`config.mk`:
```
export PLATFORM = sky130hd
export DESIGN_NAME = cond_logic_flat
export DESIGN_NICKNAME = d
export VERILOG_FILES = /design/src/rtl/cond_logic_pkg.sv /design/src/rtl/cond_logic_if.sv /design/src/rtl/cond_check.sv /design/src/rtl/cond_logic.sv /design/src/flat_wrapper.sv
export SDC_FILE = /design/constraint.sdc
export NUM_CORES = 1
export LEC_CHECK = 0
export ABC_AREA = 0
export BUFFER_PORTS_ARGS = -buffer_cell sky130_fd_sc_hd__buf_4
export CAP_MARGIN = 20
export CORE_AREA = 10 10 47 49
export CTS_CLUSTER_DIAMETER = 30
export DETAILED_ROUTE_END_ITERATION = 16
export DIE_AREA = 0 0 57 59
export GPL_ROUTABILITY_DRIVEN = 0
export PLACE_DENSITY = 0.71
export RECOVER_POWER = 100
export SYNTH_ARGS = -nofsm -noshare
export SYNTH_HDL_FRONTEND = slang
export SYNTH_SLANG_ARGS = --single-unit
```
`constraint.sdc`:
```
create_clock -name clk -period 1.42 [get_ports clk]
set_input_delay 0.071 -clock clk [delete_from_list [all_inputs] [get_ports clk]]
set_output_delay 0.071 -clock clk [all_outputs]
set_load 0.02 [all_outputs]
```
`src/rtl/cond_logic_pkg.sv`:
```
// Shared constants for the conditional-execution stage: ARM condition codes and NZCV bit positions.
package cond_logic_pkg;

  localparam int unsigned COND_W  = 4;
  localparam int unsigned FLAGS_W = 4;

  localparam logic [COND_W-1:0] COND_EQ = 4'b0000;
  localparam logic [COND_W-1:0] COND_NE = 4'b0001;
  localparam logic [COND_W-1:0] COND_CS = 4'b0010;
  localparam logic [COND_W-1:0] COND_CC = 4'b0011;
  localparam logic [COND_W-1:0] COND_MI = 4'b0100;
  localparam logic [COND_W-1:0] COND_PL = 4'b0101;
  localparam logic [COND_W-1:0] COND_VS = 4'b0110;
  localparam logic [COND_W-1:0] COND_VC = 4'b0111;
  localparam logic [COND_W-1:0] COND_HI = 4'b1000;
  localparam logic [COND_W-1:0] COND_LS = 4'b1001;
  localparam logic [COND_W-1:0] COND_GE = 4'b1010;
  localparam logic [COND_W-1:0] COND_LT = 4'b1011;
  localparam logic [COND_W-1:0] COND_GT = 4'b1100;
  localparam logic [COND_W-1:0] COND_LE = 4'b1101;
  localparam logic [COND_W-1:0] COND_AL = 4'b1110;
  localparam logic [COND_W-1:0] COND_NV = 4'b1111;

  localparam int unsigned FLAG_N = 3;
  localparam int unsigned FLAG_Z = 2;
  localparam int unsigned FLAG_C = 1;
  localparam int unsigned FLAG_V = 0;

endpackage

```
`src/rtl/cond_logic_if.sv`:
```
// Control-unit side bundle of the conditional-execution stage: FSM requests in, gated enables and flags out.
interface cond_logic_if;
  import cond_logic_pkg::*;

  logic [COND_W-1:0]  Cond;
  logic [FLAGS_W-1:0] ALUFlags;
  logic [1:0]         FlagW;
  logic               NextPC;
  logic               Branch;
  logic               RegW;
  logic               MemW;
  logic               PCWrite;
  logic               RegWrite;
  logic               MemWrite;
  logic [FLAGS_W-1:0] Flags;

  // Driven by the control FSM / decoder side
  modport master (
    output Cond, ALUFlags, FlagW, NextPC, Branch, RegW, MemW,
    input  PCWrite, RegWrite, MemWrite, Flags
  );

  // Implemented by cond_logic
  modport slave (
    input  Cond, ALUFlags, FlagW, NextPC, Branch, RegW, MemW,
    output PCWrite, RegWrite, MemWrite, Flags
  );
endinterface

```
`src/rtl/cond_check.sv`:
```
// Combinational ARM condition evaluator. Define COND_NV_NEVER_EN to make Cond=1111 never execute.
module cond_check
  import cond_logic_pkg::*;
(
  input  logic [COND_W-1:0]  Cond,
  input  logic [FLAGS_W-1:0] Flags,
  output logic               CondEx
);

  logic n, z, c, v, ge;

  assign n  = Flags[FLAG_N];
  assign z  = Flags[FLAG_Z];
  assign c  = Flags[FLAG_C];
  assign v  = Flags[FLAG_V];
  assign ge = (n == v);

  always_comb begin
    CondEx = 1'b0;
    unique case (Cond)
      COND_EQ: CondEx = z;
      COND_NE: CondEx = !z;
      COND_CS: CondEx = c;
      COND_CC: CondEx = !c;
      COND_MI: CondEx = n;
      COND_PL: CondEx = !n;
      COND_VS: CondEx = v;
      COND_VC: CondEx = !v;
      COND_HI: CondEx = c && !z;
      COND_LS: CondEx = !c || z;
      COND_GE: CondEx = ge;
      COND_LT: CondEx = !ge;
      COND_GT: CondEx = !z && ge;
      COND_LE: CondEx = z || !ge;
      COND_AL: CondEx = 1'b1;
`ifdef COND_NV_NEVER_EN
      COND_NV: CondEx = 1'b0;
`else
      COND_NV: CondEx = 1'b1;
`endif
      default: CondEx = 1'b0;
    endcase
  end

endmodule

```
`src/rtl/cond_logic.sv`:
```
// Conditional-execution stage: NZCV flag register, condition evaluation and gating of FSM write requests.
// Build option: COND_NV_NEVER_EN (Cond=1111 treated as never, see cond_check).
module cond_logic
  import cond_logic_pkg::*;
(
  input  logic         clk,
  input  logic         reset,
  cond_logic_if.slave  bus
);

  logic               cond_ex;
  logic               cond_ex_q;
  logic [1:0]         flag_write;
  logic [FLAGS_W-1:0] flags_q;

  cond_check u_cond_check (
    .Cond   (bus.Cond),
    .Flags  (flags_q),
    .CondEx (cond_ex)
  );

  // Flags are written in execute, so use the undelayed condition result
  assign flag_write = bus.FlagW & {2{cond_ex}};

  always_ff @(posedge clk) begin
    if (!reset) begin
      flags_q   <= '0;
      cond_ex_q <= 1'b0;
    end else begin
      cond_ex_q <= cond_ex;
      if (flag_write[1]) flags_q[FLAG_N:FLAG_Z] <= bus.ALUFlags[FLAG_N:FLAG_Z];
      if (flag_write[0]) flags_q[FLAG_C:FLAG_V] <= bus.ALUFlags[FLAG_C:FLAG_V];
    end
  end

  // Writeback decisions use the condition captured on the previous cycle; fetch is never gated
  assign bus.RegWrite = bus.RegW & cond_ex_q;
  assign bus.MemWrite = bus.MemW & cond_ex_q;
  assign bus.PCWrite  = (bus.Branch & cond_ex_q) | bus.NextPC;
  assign bus.Flags    = flags_q;

endmodule

```
`src/flat_wrapper.sv`:
```
// flat-port wrapper written by rule: the top's interface ports become plain ports
module cond_logic_flat import cond_logic_pkg::*;
  (clk, reset, bus_Cond, bus_ALUFlags, bus_FlagW, bus_NextPC, bus_Branch, bus_RegW, bus_MemW, bus_PCWrite, bus_RegWrite, bus_MemWrite, bus_Flags);
  cond_logic_if bus_i ();
  input  logic clk;
  input  logic reset;
  input wire logic [$bits(bus_i.Cond)-1:0] bus_Cond;
  input wire logic [$bits(bus_i.ALUFlags)-1:0] bus_ALUFlags;
  input wire logic [$bits(bus_i.FlagW)-1:0] bus_FlagW;
  input wire logic [$bits(bus_i.NextPC)-1:0] bus_NextPC;
  input wire logic [$bits(bus_i.Branch)-1:0] bus_Branch;
  input wire logic [$bits(bus_i.RegW)-1:0] bus_RegW;
  input wire logic [$bits(bus_i.MemW)-1:0] bus_MemW;
  output wire logic [$bits(bus_i.PCWrite)-1:0] bus_PCWrite;
  output wire logic [$bits(bus_i.RegWrite)-1:0] bus_RegWrite;
  output wire logic [$bits(bus_i.MemWrite)-1:0] bus_MemWrite;
  output wire logic [$bits(bus_i.Flags)-1:0] bus_Flags;
  assign bus_i.Cond = bus_Cond;
  assign bus_i.ALUFlags = bus_ALUFlags;
  assign bus_i.FlagW = bus_FlagW;
  assign bus_i.NextPC = bus_NextPC;
  assign bus_i.Branch = bus_Branch;
  assign bus_i.RegW = bus_RegW;
  assign bus_i.MemW = bus_MemW;
  assign bus_PCWrite = bus_i.PCWrite;
  assign bus_RegWrite = bus_i.RegWrite;
  assign bus_MemWrite = bus_i.MemWrite;
  assign bus_Flags = bus_i.Flags;
  cond_logic u_core (.clk(clk), .reset(reset), .bus(bus_i));
endmodule
```
# After elaboration in Yosys (flattened, before gate mapping)
# Index checks and enable logic that the tools add are counted.
# word_totals
reg_bits	5
input_bits	16
out_inout_bits	7
# op_classes
reduce_logical	11
eq_ne	16
mux	1
bitwise	5
# op_table
op	n
$eq A4 B4 Y1 const B	8
$eq A4 B3 Y1 const B	4
$pmux W1 S15	1
$eq A4 B2 Y1 const B	2
$logic_not A1 Y1	5
$eq A4 B1 Y1 const B	1
$logic_not A4 Y1	1
$and A1 B1 Y1	3
$and A2 B2 Y2	1
$logic_and A1 B1 Y1	2
$logic_or A1 B1 Y1	2
$reduce_or A2 Y1	1
$eq A1 B1 Y1	1
$or A1 B1 Y1	1

# Depth between registers and ports, before layout
# Gate-level depths: netlist (run 1).
# logic_depth
word_depth	5
mapped_depth	7
depth_no_buf	6

# Cells and area by module
# Synthesis (run 1) repeated with hierarchy kept, for this count alone.
# unflattened
hier_cells	53
area_unflattened_um2	416.6
# modules_own_cells
mod	cells_per_inst	area_per_inst_um2	instances	seq_area_each_um2
cond_logic	24	215.2	1	100.1
cond_check	29	201.4	1	0.0

# Worst setup path after synthesis (run 1)
# OpenSTA, ideal clock, no wires.
# synth_timing
path_kind	reg2reg
start	reg u_core.flags_q[0] (netlist: u_core.bus.Flags[0])
end	reg u_core.flags_q[0] (netlist: u_core.bus.Flags[0])
period_less_slack_ps	1663
path_buffers	1
path_slack_ps	-243
t_arrival_ps	1544
setup_time_ps	119
stages_incl_launch_ff	8
cell_sequence	dfxtp_1 buf_6 xor2_1 a211oi_1 o211ai_1 nor2b_1 a211o_1 mux2i_1
# synth_between
elab_chain_cells	5
word_cells_on_any_way	7
# synth_rtl
element	line	text
from (decl)	cond_logic.sv:14	logic [FLAGS_W-1:0] flags_q;
from (signal, indexed assignment)	cond_logic.sv:31	if (flag_write[1]) flags_q[FLAG_N:FLAG_Z] <= bus.ALUFlags[FLAG_N:FLAG_Z];
from (signal, indexed assignment)	cond_logic.sv:32	if (flag_write[0]) flags_q[FLAG_C:FLAG_V] <= bus.ALUFlags[FLAG_C:FLAG_V];
$eq A1 B1 Y1	cond_check.sv:16	assign ge = (n == v);
$logic_not A1 Y1	cond_check.sv:32, cond_check.sv:34	
$logic_or A1 B1 Y1	cond_check.sv:34	COND_LE: CondEx = z || !ge;
$pmux W1 S15 (*)	cond_check.sv:20	unique case (Cond)
$and A2 B2 Y2 (*)	cond_logic.sv:23	assign flag_write = bus.FlagW & {2{cond_ex}};
# Mark *: on every way between the ends. The rest lies on a longest branch, timed or not.
# A chain may end at the register's enable or synchronous reset.

# Final worst setup path (run 1)
# layout_timing
start	reg u_core.flags_q[0] (netlist: u_core.bus.Flags[0])
end	reg u_core.flags_q[1] (netlist: u_core.bus.Flags[1])
# Same word-level chain as after synthesis.

==> flow_summary.yaml, run 1 <==
cells_and_area:
  seqCellArea_um2: 105.1
  mostFrequentLayoutCell: "buf_4"
  final_cells: 108
  layout-drive-gt1-share: 0.3913
  antenna_cells: 0
  fill_cells: 143
  finalNetCount: 109
  syn2layout_area_growth_pct: 61.85
  utilization: 0.5000
  multi_input_area_um2: 312.8
  final_cell_mix: "28 x buf_4, 12 x nand2_1"
yosys:
  synth_top_family_by_area: "simple AND/OR/NAND/NOR gates"
  synth-compound-area-share: 0.2225
  ys.flop_type: "dfxtp_1"
  synth_fa_ha_area_frac: 0
  ys_ff_latch: 5
  async_flop_share: 0
  yosys-mux-area-fraction: 0.09249
  synth_seq_area_share: 0.2312
  synth_enable_flop_cells: 0
  syn-cell-area_um2: 432.9
  synth-xor-area-share: 0.06069
  yosys.area_share.simple: 0.3295
  yosys_warnings: 0
  synth_cell_type_count: 28
  synth_fp_nets: 75
  avgSynthCellArea_um2: 7.338
  netlist_instances: 59
cts:
  cts_root_buffer: "clkbuf_4"
  cts-hold-fix-buffers: 0
  clk_pin_slew_ns: 0.04
  postCtsSetupBuffers: 0
  cts_tree: "yes"
  insertion_delay_ns: 0.25
  clockBufferDepth: 2
  numCtsBuffers: 3
  htreeDepth: 1
  cts.sinks: 5
route:
  vias: 537
  routed_via_density: 4.972
  first_pass_iters: 3
  drc: 0
  routed_wirelength_um: 1353
  drtAntennaViolNets: 0
  wire_per_inst_um: 12.53
  drt_iter0_drc: 9
pwr:
  p_per_area_mw_per_mm2: 796.4
  peakVddDrop_mv: 0.7525
  power.leakage_nw: 0.3468
  p_total_mw: 0.5580
floorplan:
  num_rows: 14
  ioPinCount: 23
  fp.dieW_um: 57
  die_h_um: 59
  die_area_mm2: 0.003363
  initial_core_util: 0.3089
  core-area_mm2: 0.001401
worst_setup_path:
  r2r_cells: 6
  reg2reg_slack_ns: -0.12
  max_stage_delay_ns: 0.36
  reg2reg_from: "u_core.bus.Flags[0]$_SDFFE_PN0P_"
  crit_chain: "xor2_1, a211oi_2, o211ai_1, nor2b_1, a211o_1, mux2i_1"
  cp.required_ns: 1.55
  setup.worst_path.start_class: "register"
  cp_max_fo: 7
  arrival_ns: 1.67
  rr_endpoint: "u_core.bus.Flags[1]$_SDFFE_PN0P_"
  cpMaxStageDelayCell: "dfxtp_4"
  critPathKind: "register to register"
  critPathCaptureType: "register"
timing:
  relSlewSlack: 0.8190
  rsz0062_at_grt: "true"
  fin_ws_ns: -0.1176
  hold_viol_final: 0
  worst_pin_slew_ns: 0.2727
  whs_ns: 0.07681
  fin_skew_ns: 0.003778
  drv_slew: 0
  setup-violations-final: 4
  max_freq_mhz: 650.4
  min_period_ns: 1.538
  min_period_over_period: 1.083
worst_hold_path:
  holdPathEnd: "u_core.bus.Flags[0]$_SDFFE_PN0P_"
  hp-start: "bus_ALUFlags[0]"
  hold_class: "input pin to register"
  hold_path_depth: 3
place:
  hpwlAfterDp_um: 1172
  dp.cells: 104
  port_buffers: 22
outcome:
  status: "finished, violations left"
  violations: "setup timing"
global_route:
  antenna_found_initial: 0
  first_global_vias: 540
  grt_pass1_wl_um: 2180
  grtUsageTotal: 0.07862
  grt_remaining_overflow: 0
  grt_max_degree: 10
job:
  maxCapViolations: 0
-- cell families after synthesis --
group / after synthesis
xor gates and xnor gates: 3
muxes: 4
AOI/OAI and AO/OA: 13
DFF: 5
and+or+nand+nor: 29
buffers and inverters: 5
-- Yosys cell counts, types with 2 or more instances --
master,number,area share
nand2_1,12,0.10
dfxtp_1,5,0.23
mux2i_1,4,0.092
nor2b_1,4,0.058
nor3_1,3,0.035
a211o_1,2,0.040
a21oi_1,2,0.023
and2_1,2,0.029
inv_1,2,0.017
nand3_1,2,0.023
nand3b_1,2,0.035
nor2_1,2,0.017
xor2_1,2,0.040
-- through the flow --
step / worst slack [ns] / area (um2) / setup TNS (ns)
after global routing: -0.2090 / 700.7 / -0.8654
after floorplan: -0.1577 / 437.9 / -0.6233
after global placement: -0.1577 / 678.2 / -0.6024
after CTS: -0.1112 / 711.9 / -0.4327
final: -0.1176 / 700.7 / -0.4564
after detailed placement: -0.1661 / 678.2 / -0.6700
-- sequential cells by signal, indices dropped and copies added (netlist names) --
register          count
u_core.bus.Flags      4
u_core.cond_ex_q      1
-- worst max-delay path by stage --
stage	cells after the start	startpoint	to
3_5_place_dp	6	u_core.bus.Flags[0]$_SDFFE_PN0P_	u_core.bus.Flags[2]$_SDFFE_PN0P_
5_1_grt	6	u_core.bus.Flags[0]$_SDFFE_PN0P_	u_core.bus.Flags[1]$_SDFFE_PN0P_
6_report	6	u_core.bus.Flags[0]$_SDFFE_PN0P_	u_core.bus.Flags[1]$_SDFFE_PN0P_
3_3_place_gp	6	u_core.bus.Flags[0]$_SDFFE_PN0P_	u_core.bus.Flags[1]$_SDFFE_PN0P_
2_1_floorplan	7	u_core.bus.Flags[0]$_SDFFE_PN0P_	u_core.bus.Flags[3]$_SDFFE_PN0P_
4_1_cts	6	u_core.bus.Flags[0]$_SDFFE_PN0P_	u_core.bus.Flags[1]$_SDFFE_PN0P_
-- area by class of cell --
type                       count  area share
sequential                     5      0.1500
timing repair buffer          32      0.3268
inverter                       2     0.01071
multi-input combinational     49      0.4464
clock buffer                   4     0.03750
tap                           16     0.02857
-- power breakdown --
| part | leakage, nW | switching [mW] | internal [mW] |
|---|---|---|---|
| logic | 0.290 | 0.103 | 0.119 |
| registers | 0.0422 | 0.0144 | 0.155 |
| clock network | 0.0150 | 0.0603 | 0.106 |
| total | 0.347 | 0.177 | 0.381 |
-- per-layer routing --
layer,GRT usage,share of wire,wire [um],vias up
met5,0,0,0,-
met4,0.06040,0.020,27,0
met3,0.02361,0.060,81,2
met2,0.1271,0.50,676,15
met1,0.08422,0.42,567,247
li1,-,-,-,273
-- what timing repair did --
| item | CTS | global route |
|---|---|---|
| endpoints found under the hold margin | 0 | 0 |
| gates resized for setup | 2 | 0 |
| pin swaps | 1 | 1 |
| cloned | 0 | 0 |
| setup endpoints to repair | 5 | 5 |
-- critical path: cells and delay by family, from the launching register on --
kind,cells,cell delay (ns)
AOI/OAI and AO/OA,3,0.61
DFF,1,0.36
xor gates and xnor gates,1,0.17
muxes,1,0.12
and+or+nand+nor,1,0.16
(Power assumes the default switching activity.)
==> inputs of run 2 (changes only) <==
ABC_CLOCK_PERIOD_IN_PS = 1300   (was unset)
clock period = 1.3 ns   (was 1.42 ns; I/O delays follow)
==> run 2 against run 1 <==
Compared with the run above: the run still ends with setup timing left; cell count decreased by 0.93%; design area is 1.4% lower; global-route usage is 0.22 points higher; non-clock buffer count down 1; clock power barely moved; wire length increased by 0.44%; worst hold slack better by 0.012 ns; sequential cell count unchanged; clock skew decreased by 0.0012 ns; largest cell class unchanged; utilization decreased by 0.71 points.
==> flow_summary.yaml, run 2 (synthesized netlist as in run 1, its figures left out) <==
worst_setup_path:
  cp.required_ns: 1.41
  setup.worst_path.start_class: "register"
  max_stage_delay_ns: 0.36
  reg2reg_from: "u_core.bus.Flags[0]$_SDFFE_PN0P_"
  crit_family: "compound AO/OA/AOI/OAI gates"
  cp_num_buf_inv: 0
  crit_chain: "xor2_1, a211oi_2, o211ai_1, nor2b_1, a211o_1, mux2i_1"
  critPathLaunch: "u_core.bus.Flags[0]$_SDFFE_PN0P_"
  cpMaxStageDelayCell: "dfxtp_4"
  cp_max_fo: 7
  critPathCaptureType: "register"
  critPathKind: "register to register"
  arrival_ns: 1.68
cts:
  cts-hold-fix-buffers: 0
  cts_root_buffer: "clkbuf_4"
  htreeDepth: 1
  insertion_delay_ns: 0.23
  clockBufferDepth: 2
  numCtsBuffers: 3
  clk_pin_slew_ns: 0.04
  cts.sinks: 5
  cts_tree: "yes"
floorplan:
  initial_core_util: 0.3089
  die_h_um: 59
  num_rows: 14
  ioPinCount: 23
  die_area_mm2: 0.003363
  core-area_mm2: 0.001401
  fp.dieW_um: 57
place:
  hpwlAfterDp_um: 1134
  port_buffers: 22
timing:
  max_freq_mhz: 640.6
  rsz0062_at_grt: "true"
  min_period_ns: 1.561
  drv_slew: 0
  min_period_over_period: 1.201
  worst_pin_slew_ns: 0.2698
  whs_ns: 0.08832
  relSlewSlack: 0.8197
  fin_skew_ns: 0.002625
  setup-violations-final: 5
  hold_viol_final: 0
  timing.setup.tns_ns: -1.067
  fin_ws_ns: -0.2610
cells_and_area:
  finalNetCount: 108
  largest_reg_flops: 4
  utilization: 0.4929
  syn2layout_area_growth_pct: 59.54
  final_cell_mix: "26 x buf_4, 12 x nand2_1, 6 x clkbuf_1"
  mostFrequentLayoutCell: "buf_4"
  layout-drive-gt1-share: 0.3736
  antenna_cells: 0
route:
  drtAntennaViolNets: 0
  routed_via_density: 4.888
  wire_per_inst_um: 12.70
  first_pass_iters: 4
  drc: 0
  routed_wirelength_um: 1359
  drt_iter0_drc: 2
  vias: 523
global_route:
  grt_remaining_overflow: 0
  grt_max_degree: 10
  first_global_vias: 537
  grt_pass1_wl_um: 2221
  antenna_found_initial: 0
  grtUsageTotal: 0.08078
outcome:
  violations: "setup timing"
  status: "finished, violations left"
job:
  maxCapViolations: 0
pwr:
  p_per_area_mw_per_mm2: 857.5
  peakVddDrop_mv: 0.5067
  power.leakage_nw: 0.3342
worst_hold_path:
  hp-start: "bus_ALUFlags[3]"
  hold_class: "input pin to register"
==> run 2: what timing repair did <==
item,4_1_cts,5_1_grt
pin swaps,1,2
setup buffers,0,0
setup endpoints to repair,5,5
resized for setup,2,1
==> run 2: worst register-to-register path: stages, from the launching register on <==
cell      delay, ns
dfxtp_4        0.36
xor2_1         0.17
a211oi_2       0.20
o211ai_1       0.14
nor2b_1        0.15
a211o_1        0.30
mux2i_1        0.13
==> run 2: final cells by class <==
cell class / count / area (um2)
multi-input combinational: 49 / 317.8
inverter: 2 / 7.507
clock buffer: 4 / 26.28
fill: 151 / 710.7
sequential: 5 / 105.1
timing repair buffer: 31 / 214.0
tap: 16 / 20.02
==> run 2: power breakdown <==
part / switching (mW) / internal [mW] / total [mW]
sequential: 0.0158 / 0.170 / 0.185
combinational: 0.113 / 0.124 / 0.237
clock: 0.0545 / 0.115 / 0.170
total: 0.183 / 0.409 / 0.592
==> run 2: per-layer routing <==
metal	wire, um	vias to the layer above	global-route usage
met4	16	0	0.05034
met2	717	12	0.1457
met3	83	2	0.02790
met1	542	237	0.07711
met5	0	-	0
li1	-	272	-
==> run 2: final timing paths <==
path / end / slack, ns / cells past startpoint
worst max-delay path: u_core.bus.Flags[0]$_SDFFE_PN0P_ / -0.26 / 6
worst max register to register: u_core.bus.Flags[0]$_SDFFE_PN0P_ / -0.26 / 6
worst min-delay path: u_core.bus.Flags[3]$_SDFFE_PN0P_ / 0.09 / 3
worst min register to register: u_core.bus.Flags[2]$_SDFFE_PN0P_ / 0.59 / 3
==> run 2: per-stage QoR <==
step	total power, mW	instance area (um2)	instances	setup slack, ns
3_3_place_gp	0.4242	670.6	103	-0.3011
2_1_floorplan	0.3166	437.9	59	-0.2777
3_5_place_dp	0.4283	670.6	103	-0.3096
6_report	0.5922	690.7	107	-0.2610
5_1_grt	0.6319	690.7	107	-0.3573
4_1_cts	0.6079	704.4	107	-0.2471
